`config.mk`:
```
export PLATFORM = sky130hd
export DESIGN_NAME = ov5642_pwr_seq
export DESIGN_NICKNAME = d
export VERILOG_FILES = /design/src/rtl/ov5642_pkg.sv /design/src/rtl/pwr_seq_timer.sv /design/src/rtl/ov5642_pwr_seq.sv
export SDC_FILE = /design/constraint.sdc
export NUM_CORES = 1
export LEC_CHECK = 0
export CAP_MARGIN = 5
export CORE_ASPECT_RATIO = 1.75
export CORE_MARGIN = 5
export CORE_UTILIZATION = 47
export DETAILED_ROUTE_END_ITERATION = 6
export PLACE_DENSITY = 0.74
export SETUP_SLACK_MARGIN = 0.4
export SLEW_MARGIN = 25
export SYNTH_ARGS = -nofsm -noshare
export SYNTH_HDL_FRONTEND = slang
export SYNTH_SLANG_ARGS = --single-unit
```
`constraint.sdc`:
```
create_clock -name i_clk -period 3.32 [get_ports i_clk]
set_input_delay 0.664 -clock i_clk [delete_from_list [all_inputs] [get_ports i_clk]]
set_output_delay 0.664 -clock i_clk [all_outputs]
set_load 0.02 [all_outputs]
```
`src/rtl/ov5642_pkg.sv`:
```
// ov5642_pkg: shared definitions for the OV5642 camera bring-up blocks.
//   pwr_state_e   - power-sequencer state encoding
//   us_to_cycles  - converts a time in microseconds to clock cycles at clk_hz
//   max3          - largest of three cycle counts, used to size the wait counter
package ov5642_pkg;

  typedef enum logic [2:0] {
    ST_PWR_WAIT,
    ST_PWDN_REL,
    ST_RST_REL,
    ST_START,
    ST_WAIT_DONE,
    ST_READY,
    ST_FAULT
  } pwr_state_e;

  function automatic longint unsigned us_to_cycles(input longint unsigned t_us,
                                                   input longint unsigned clk_hz);
    return (t_us * clk_hz) / 64'd1_000_000;
  endfunction

  function automatic longint unsigned max3(input longint unsigned a,
                                           input longint unsigned b,
                                           input longint unsigned c);
    longint unsigned m;
    m = (a > b) ? a : b;
    return (m > c) ? m : c;
  endfunction

endpackage

```
`src/rtl/pwr_seq_timer.sv`:
```
// pwr_seq_timer: loadable down-counter with a zero flag.
//   i_clk, i_rst_n  - clock, asynchronous active-low reset (count cleared)
//   i_load          - load i_load_val this cycle (takes priority over counting)
//   i_load_val      - value to load
//   o_zero          - counter is zero; the counter holds at zero
module pwr_seq_timer #(
  parameter int unsigned W = 8
) (
  input  logic         i_clk,
  input  logic         i_rst_n,
  input  logic         i_load,
  input  logic [W-1:0] i_load_val,
  output logic         o_zero
);

  logic [W-1:0] r_cnt;

  always_ff @(posedge i_clk or negedge i_rst_n) begin
    if (!i_rst_n) begin
      r_cnt <= '0;
    end else if (i_load) begin
      r_cnt <= i_load_val;
    end else if (r_cnt != '0) begin
      r_cnt <= r_cnt - W'(1);
    end
  end

  assign o_zero = (r_cnt == '0);

endmodule

```
`src/rtl/ov5642_pwr_seq.sv`:
```
// ov5642_pwr_seq: OV5642 power-up / reset sequencer with SCCB init supervision.
//   i_clk, i_rst_n   - clock, asynchronous active-low reset
//   i_restart        - one-cycle pulse: re-run the full sequence, clear retries
//   i_init_done      - SCCB init finished and verified (level)
//   i_init_err       - SCCB init failed (level)
//   o_pwdn           - camera PWDN (active-high power-down)
//   o_resetb         - camera RESETB (active-low)
//   o_xclk_en        - camera XCLK driver enable
//   o_start_init     - one-cycle pulse starting SCCB init
//   o_ready          - camera powered and configured
//   o_fault          - retries exhausted
//   o_retry_cnt      - failures since last reset/restart
module ov5642_pwr_seq
  import ov5642_pkg::*;
#(
  parameter int unsigned CLK_FREQ     = 100_000_000,
  parameter int unsigned T_PWR_US     = 5000,
  parameter int unsigned T_RST_US     = 1000,
  parameter int unsigned T_SCCB_US    = 20000,
  parameter int unsigned T_INIT_TO_US = 500000,
  parameter int unsigned MAX_RETRY    = 2
) (
  input  logic       i_clk,
  input  logic       i_rst_n,
  input  logic       i_restart,
  input  logic       i_init_done,
  input  logic       i_init_err,
  output logic       o_pwdn,
  output logic       o_resetb,
  output logic       o_xclk_en,
  output logic       o_start_init,
  output logic       o_ready,
  output logic       o_fault,
  output logic [1:0] o_retry_cnt
);

  localparam longint unsigned N_PWR  = us_to_cycles(64'(T_PWR_US), 64'(CLK_FREQ));
  localparam longint unsigned N_RST  = us_to_cycles(64'(T_RST_US), 64'(CLK_FREQ));
  localparam longint unsigned N_SCCB = us_to_cycles(64'(T_SCCB_US), 64'(CLK_FREQ));
  localparam longint unsigned N_INIT = us_to_cycles(64'(T_INIT_TO_US), 64'(CLK_FREQ));
  localparam int unsigned     CW     = $clog2(max3(max3(N_PWR, N_RST, N_SCCB), N_INIT, 64'd1)) + 1;

  // A state of N cycles loads N-1 on entry and leaves on the edge that sees zero.
  localparam logic [CW-1:0] LD_PWR  = CW'((N_PWR  >= 64'd1) ? N_PWR  - 64'd1 : 64'd0);
  localparam logic [CW-1:0] LD_RST  = CW'((N_RST  >= 64'd1) ? N_RST  - 64'd1 : 64'd0);
  localparam logic [CW-1:0] LD_SCCB = CW'((N_SCCB >= 64'd1) ? N_SCCB - 64'd1 : 64'd0);
  // The first edge after reset is itself the first PWR_WAIT cycle, so one less.
  localparam logic [CW-1:0] LD_PWR1 = CW'((N_PWR  >= 64'd2) ? N_PWR  - 64'd2 : 64'd0);
  // Timeout runs from the o_start_init edge; the START cycle counts toward it.
  localparam logic [CW-1:0] LD_INIT = CW'((N_INIT >= 64'd2) ? N_INIT - 64'd2 : 64'd0);
  localparam logic [1:0]    RETRY_LIM = (MAX_RETRY > 3) ? 2'd3 : 2'(MAX_RETRY);

  pwr_state_e    r_state, w_state_nxt;
  logic          r_started;
  logic [1:0]    r_retry, w_retry_nxt;
  logic          w_load, w_zero, w_fail;
  logic [CW-1:0] w_load_val;
  logic          w_pwdn, w_resetb, w_xclk_en, w_start_init, w_ready, w_fault;
  logic          r_pwdn, r_resetb, r_xclk_en, r_start_init, r_ready, r_fault;

  pwr_seq_timer #(.W(CW)) u_timer (
    .i_clk      (i_clk),
    .i_rst_n    (i_rst_n),
    .i_load     (w_load),
    .i_load_val (w_load_val),
    .o_zero     (w_zero)
  );

  always_comb begin
    w_state_nxt = r_state;
    w_retry_nxt = r_retry;
    w_fail      = 1'b0;
    w_load      = 1'b0;
    w_load_val  = '0;
    if (i_restart) begin
      w_state_nxt = ST_PWR_WAIT;
      w_retry_nxt = '0;
    end else begin
      case (r_state)
        ST_PWR_WAIT: begin
          if (!r_started) begin
            if (N_PWR <= 64'd1) w_state_nxt = ST_PWDN_REL;
          end else if (w_zero) begin
            w_state_nxt = ST_PWDN_REL;
          end
        end
        ST_PWDN_REL:  if (w_zero) w_state_nxt = ST_RST_REL;
        ST_RST_REL:   if (w_zero) w_state_nxt = ST_START;
        ST_START:     w_state_nxt = ST_WAIT_DONE;
        ST_WAIT_DONE: begin
          if (i_init_err)       w_fail = 1'b1;
          else if (i_init_done) w_state_nxt = ST_READY;
          else if (w_zero)      w_fail = 1'b1;
        end
        default: ;
      endcase
      if (w_fail) begin
        if (r_retry >= RETRY_LIM) begin
          w_state_nxt = ST_FAULT;
        end else begin
          w_state_nxt = ST_PWR_WAIT;
          w_retry_nxt = (r_retry == 2'd3) ? 2'd3 : r_retry + 2'd1;
        end
      end
    end

    if (i_restart || (w_state_nxt != r_state)) begin
      w_load = 1'b1;
      case (w_state_nxt)
        ST_PWR_WAIT:  w_load_val = LD_PWR;
        ST_PWDN_REL:  w_load_val = LD_RST;
        ST_RST_REL:   w_load_val = LD_SCCB;
        ST_WAIT_DONE: w_load_val = LD_INIT;
        default:      w_load_val = '0;
      endcase
    end else if (!r_started) begin
      w_load     = 1'b1;
      w_load_val = LD_PWR1;
    end
  end

  // Outputs decoded from the next state and registered with it.
  always_comb begin
    w_pwdn       = 1'b0;
    w_resetb     = 1'b1;
    w_xclk_en    = 1'b1;
    w_start_init = 1'b0;
    w_ready      = 1'b0;
    w_fault      = 1'b0;
    case (w_state_nxt)
      ST_PWR_WAIT: begin w_pwdn = 1'b1; w_resetb = 1'b0; end
      ST_PWDN_REL: w_resetb = 1'b0;
      ST_START:    w_start_init = 1'b1;
      ST_READY:    w_ready = 1'b1;
      ST_FAULT: begin
        w_pwdn    = 1'b1;
        w_resetb  = 1'b0;
        w_xclk_en = 1'b0;
        w_fault   = 1'b1;
      end
      default: ;
    endcase
  end

  always_ff @(posedge i_clk or negedge i_rst_n) begin
    if (!i_rst_n) begin
      r_state      <= ST_PWR_WAIT;
      r_started    <= 1'b0;
      r_retry      <= '0;
      r_pwdn       <= 1'b1;
      r_resetb     <= 1'b0;
      r_xclk_en    <= 1'b0;
      r_start_init <= 1'b0;
      r_ready      <= 1'b0;
      r_fault      <= 1'b0;
    end else begin
      r_state      <= w_state_nxt;
      r_started    <= 1'b1;
      r_retry      <= w_retry_nxt;
      r_pwdn       <= w_pwdn;
      r_resetb     <= w_resetb;
      r_xclk_en    <= w_xclk_en;
      r_start_init <= w_start_init;
      r_ready      <= w_ready;
      r_fault      <= w_fault;
    end
  end

  assign o_pwdn       = r_pwdn;
  assign o_resetb     = r_resetb;
  assign o_xclk_en    = r_xclk_en;
  assign o_start_init = r_start_init;
  assign o_ready      = r_ready;
  assign o_fault      = r_fault;
  assign o_retry_cnt  = r_retry;

endmodule
```
==> impl_metrics.prom <==
# TYPE chip_impl_metric gauge
chip_impl_metric{name="cts.path.max_buffers",unit=""} 2
chip_impl_metric{name="grt_usage",unit="%"} 18.4
chip_impl_metric{name="die_width",unit="µm"} 63.5
chip_impl_metric{name="crit_required",unit="ps"} 3490
chip_impl_metric{name="slew_viol_final",unit=""} 0
chip_impl_info{name="crit_family",value="simple AND/OR/NAND/NOR gates"} 1
chip_impl_metric{name="finalNetCount",unit=""} 287
chip_impl_metric{name="final_min_period_over_clock_period",unit="%"} 87.0
chip_impl_metric{name="power_leakage",unit="nW"} 1.20
chip_impl_metric{name="ir_worst_vdd",unit="µV"} 390
chip_impl_info{name="worstHoldPathType",value="primary input to async pin"} 1
chip_impl_info{name="critPathMostFrequentCell",value="sky130_fd_sc_hd__a21oi_1"} 1
chip_impl_metric{name="synth-warning-count",unit=""} 0
chip_impl_metric{name="grt_max_degree",unit=""} 40
chip_impl_metric{name="place_area",unit="mm²"} 0.00253
chip_impl_metric{name="netlist_instances",unit=""} 252
chip_impl_metric{name="syn-cell-area",unit="mm²"} 0.00236
chip_impl_metric{name="post-synth-top-area-fraction",unit="%"} 40.4
chip_impl_info{name="highest-signal-layer",value="met4"} 1
chip_impl_metric{name="gp_routability_congestion",unit=""} 0.913
chip_impl_metric{name="worstPathBufferInverterCount",unit=""} 1
chip_impl_metric{name="fillerInstances",unit=""} 435
chip_impl_info{name="worstReg2RegStart",value="u_timer.r_cnt[0]"} 1
chip_impl_info{name="cts_root_buffer",value="sky130_fd_sc_hd__clkbuf_8"} 1
chip_impl_metric{name="post_route_cells_drive_above_1_share",unit="%"} 24.5
chip_impl_metric{name="grt_first_pass_wirelength",unit="µm"} 9690
chip_impl_metric{name="postLayoutCellArea",unit="mm²"} 0.00285
chip_impl_metric{name="drt_iter0_drc",unit=""} 36
chip_impl_metric{name="cp_max_fo",unit=""} 7
chip_impl_metric{name="antennaDiodeCount",unit=""} 0
chip_impl_metric{name="route.layer.met1.wl",unit="µm"} 2200
chip_impl_info{name="crit-reg2reg-capture",value="u_timer.r_cnt[18]"} 1
chip_impl_metric{name="total_congestion_overflow_after_global_routing",unit=""} 0
chip_impl_metric{name="route.met3.wl",unit="µm"} 176
chip_impl_metric{name="synth_edf_count",unit=""} 0
chip_impl_metric{name="floorplan.initialDensity",unit="%"} 47.7
chip_impl_info{name="path_cells",value="inv_1, ha_4, or4b_4, or4_4, o2111ai_4, nand2_4, and2_2, a21oi_1, a21oi_1"} 1
chip_impl_metric{name="tightest_slew",unit="ps"} 894
chip_impl_info{name="outcome",value="finished, final reports clean"} 1
chip_impl_metric{name="cts.hold.buffers_added",unit=""} 0
chip_impl_metric{name="finish.utilization",unit="%"} 57.7
chip_impl_info{name="synth_area_leader_cell",value="sky130_fd_sc_hd__dfrtp_1"} 1
chip_impl_metric{name="final.setup.tns",unit="ps"} 0
chip_impl_metric{name="clock-sinks",unit=""} 39
chip_impl_metric{name="detail_route.wl_per_cell",unit="µm"} 18.1
chip_impl_metric{name="ys_async_sr_fraction",unit="%"} 100
chip_impl_metric{name="drc",unit=""} 0
chip_impl_metric{name="cts_made_buffers",unit=""} 5
chip_impl_metric{name="yosys.cell_types.count",unit=""} 63
chip_impl_metric{name="synth_seq_cells",unit=""} 39
chip_impl_metric{name="setup_viol",unit=""} 0
chip_impl_metric{name="postRouteWirelength",unit="µm"} 6090
chip_impl_metric{name="finalHoldViolCount",unit=""} 0
chip_impl_metric{name="final-seq-area",unit="µm²"} 977
chip_impl_metric{name="preCtsSetupSlack",unit="ps"} 164
chip_impl_info{name="worst_setup_path_startpoint",value="u_timer.r_cnt[0]"} 1
chip_impl_metric{name="cts.reportedPaths.clkPinSlew",unit="ps"} 80
chip_impl_metric{name="synth.avg_cell_area",unit="µm²"} 9.35
chip_impl_info{name="synthTopCellsByArea",value="sky130_fd_sc_hd__dfrtp_1, sky130_fd_sc_hd__xor2_1, sky130_fd_sc_hd__a21oi_1, sky130_fd_sc_hd__nor2_1, sky130_fd_sc_hd__xnor2_1"} 1
chip_impl_info{name="critPathKind",value="flip-flop to flip-flop"} 1
chip_impl_metric{name="floorplan.die.height",unit="µm"} 104
chip_impl_metric{name="crit_cells",unit=""} 9
chip_impl_metric{name="power.density_cell_area",unit="mW/mm²"} 347
chip_impl_metric{name="design.die.area",unit="mm²"} 0.00658
chip_impl_info{name="rsz0062_at_grt",value="no"} 1
chip_impl_metric{name="skew",unit="ps"} 4.44
chip_impl_metric{name="setup_slack",unit="ps"} 432
chip_impl_info{name="endpoint_kind",value="flip-flop"} 1
chip_impl_metric{name="r2r.worst_path.cells",unit=""} 9
chip_impl_metric{name="placement.io_buffers",unit=""} 12
chip_impl_metric{name="setup.reg_to_reg.worst_slack",unit="ps"} 430
chip_impl_metric{name="layout-area-overhead-vs-synth",unit="%"} 20.9
chip_impl_info{name="tritoncts",value="done"} 1
chip_impl_metric{name="clkLatencyLatePin",unit="ps"} 290
chip_impl_metric{name="layout.cells.non_filler",unit=""} 336
chip_impl_info{name="synth-main-ff-cell",value="sky130_fd_sc_hd__dfrtp_1"} 1
chip_impl_metric{name="worst_ep_arrival_time",unit="ps"} 3060
chip_impl_metric{name="detail_route.first_pass.iterations",unit=""} 4
chip_impl_metric{name="rows",unit=""} 34
chip_impl_metric{name="fp.coreArea",unit="mm²"} 0.00493
chip_impl_metric{name="wl_met2",unit="µm"} 3360
chip_impl_info{name="cp-start-kind",value="flip-flop"} 1
chip_impl_metric{name="antenna_left",unit=""} 0
chip_impl_metric{name="num_vias",unit=""} 2024
chip_impl_metric{name="slew_headroom",unit="%"} 40.4
chip_impl_metric{name="fin_crit",unit="ps"} 2890
chip_impl_metric{name="multi_input_area",unit="mm²"} 0.00137
chip_impl_metric{name="synth-seq-area-share",unit="%"} 41.5
chip_impl_metric{name="mappedNetlistNets",unit=""} 258
chip_impl_info{name="timing.critical_path.slowest_stage_cell",value="sky130_fd_sc_hd__or4_4"} 1
chip_impl_metric{name="worst_path_largest_cell_delay",unit="ps"} 580
chip_impl_metric{name="detail_route.vias_per_cell",unit=""} 6.02
chip_impl_metric{name="max_cap_violations",unit=""} 0
chip_impl_metric{name="fmax",unit="MHz"} 346
chip_impl_metric{name="grt_pass1_vias",unit=""} 2022
chip_impl_metric{name="antenna_found_initial",unit=""} 0
chip_impl_metric{name="place_hpwl",unit="µm"} 4100
chip_impl_metric{name="htree_depth",unit=""} 2
chip_impl_metric{name="placed_cells",unit=""} 316
chip_impl_metric{name="top_level_port_count",unit=""} 13
chip_impl_info{name="setup.worst_path.end",value="u_timer.r_cnt[18]"} 1
==> sequential cells by signal, summed over array words and instances, names as in the netlist <==
| register | flops |
|---|---|
| r_state | 3 |
| o_retry_cnt | 2 |
| o_ready | 1 |
| r_started | 1 |
| o_resetb | 1 |
| o_start_init | 1 |
| o_pwdn | 1 |
| o_fault | 1 |
| u_timer.r_cnt | 27 |
| o_xclk_en | 1 |
==> cells by family (layout without fill, tap and decap cells) <==
| group | count (synthesis) | after routing | synth area share [%] |
|---|---|---|---|
| buf+inv | 16 | 45 | 4.35 |
| xor+xnor | 24 | 24 | 8.92 |
| other cells | 1 | 1 | 0.159 |
| compound gates | 65 | 66 | 19.5 |
| flops | 39 | 39 | 41.5 |
| simple gates | 106 | 106 | 25.1 |
| fa+ha+maj | 1 | 1 | 0.531 |
==> what timing repair did <==
item | CTS | global route
pin swaps | 3 | 10
buffers inserted | 3 | 8
resized for setup | 3 | 17
gates cloned | 0 | 1
endpoints found under the setup margin | 22 | 23
==> cell usage after synthesis, types with 5 or more instances <==
cell type	instances
sky130_fd_sc_hd__a21oi_1	27
sky130_fd_sc_hd__dfrtp_1	38
sky130_fd_sc_hd__inv_1	6
sky130_fd_sc_hd__nand2_1	16
sky130_fd_sc_hd__nor2_1	26
sky130_fd_sc_hd__nor2_2	5
sky130_fd_sc_hd__nor3_1	8
sky130_fd_sc_hd__nor4_1	9
sky130_fd_sc_hd__o21ai_0	9
sky130_fd_sc_hd__or3_1	7
sky130_fd_sc_hd__or4_1	5
sky130_fd_sc_hd__xnor2_1	7
sky130_fd_sc_hd__xor2_1	17
==> power by group <==
part | leakage [nW] | switching, mW | internal, mW
logic | 0.660 | 0.0493 | 0.0351
registers | 0.485 | 0.00934 | 0.481
clock network | 0.0587 | 0.185 | 0.228
==> area by class of cell <==
type                       count  share of cell area (%)
multi-input combinational    198                    48.1
clock inverter                 3                    1.67
timing repair buffer          30                    10.2
tap                           54                    2.37
clock buffer                   5                    2.42
sequential                    39                    34.3
inverter                       7                   0.922
==> worst register-to-register path, delay by kind of cell (launching register included) <==
kind / cells / cell delay [ps]
AND/OR/NAND/NOR: 4 / 1450
AO/OA/AOI/OAI: 3 / 660
flip-flops: 1 / 410
adder cells (fa/ha/maj): 1 / 150
buffers and inverters: 1 / 110
==> worst min path at each step <==
stage / startpoint / to / depth (start not counted)
6_report: i_rst_n / o_fault / 1
5_1_grt: i_rst_n / u_timer.r_cnt[4] / 1
4_1_cts: i_rst_n / o_fault / 1
3_5_place_dp: u_timer.r_cnt[26] / u_timer.r_cnt[26] / 1
3_3_place_gp: u_timer.r_cnt[26] / u_timer.r_cnt[26] / 1
2_1_floorplan: i_rst_n / o_fault / 0
==> metrics by stage <==
step	hold slack (ps)	power, mW
6_report	485	0.988
5_1_grt	550	1.02
4_1_cts	509	0.975
3_5_place_dp	530	0.565
3_3_place_gp	509	0.563
2_1_floorplan	368	0.542
==> layout by cell type (no fill, tap or decap), drive strengths merged, types with 2 or more instances in the layout <==
cell	count
nor4	9
nor3	8
o211ai	4
dfrtp	38
or4	8
nand2b	4
inv	8
or3	9
a21boi	2
nor2	33
a31o	2
clkdlybuf4s50	11
a21oi	31
or2	4
nand2	17
o211a	2
xor2	17
nand3	3
xnor2	7
clkbuf	5
buf	19
o21ai	9
and3	3
==> metal layers <==
layer	up-vias	track usage [%]
li1	971	-
met1	973	19.3
met2	53	33.7
met3	27	2.93
met4	0	9.66
met5	-	0
Note: power is estimated with default switching activity, not from simulation.
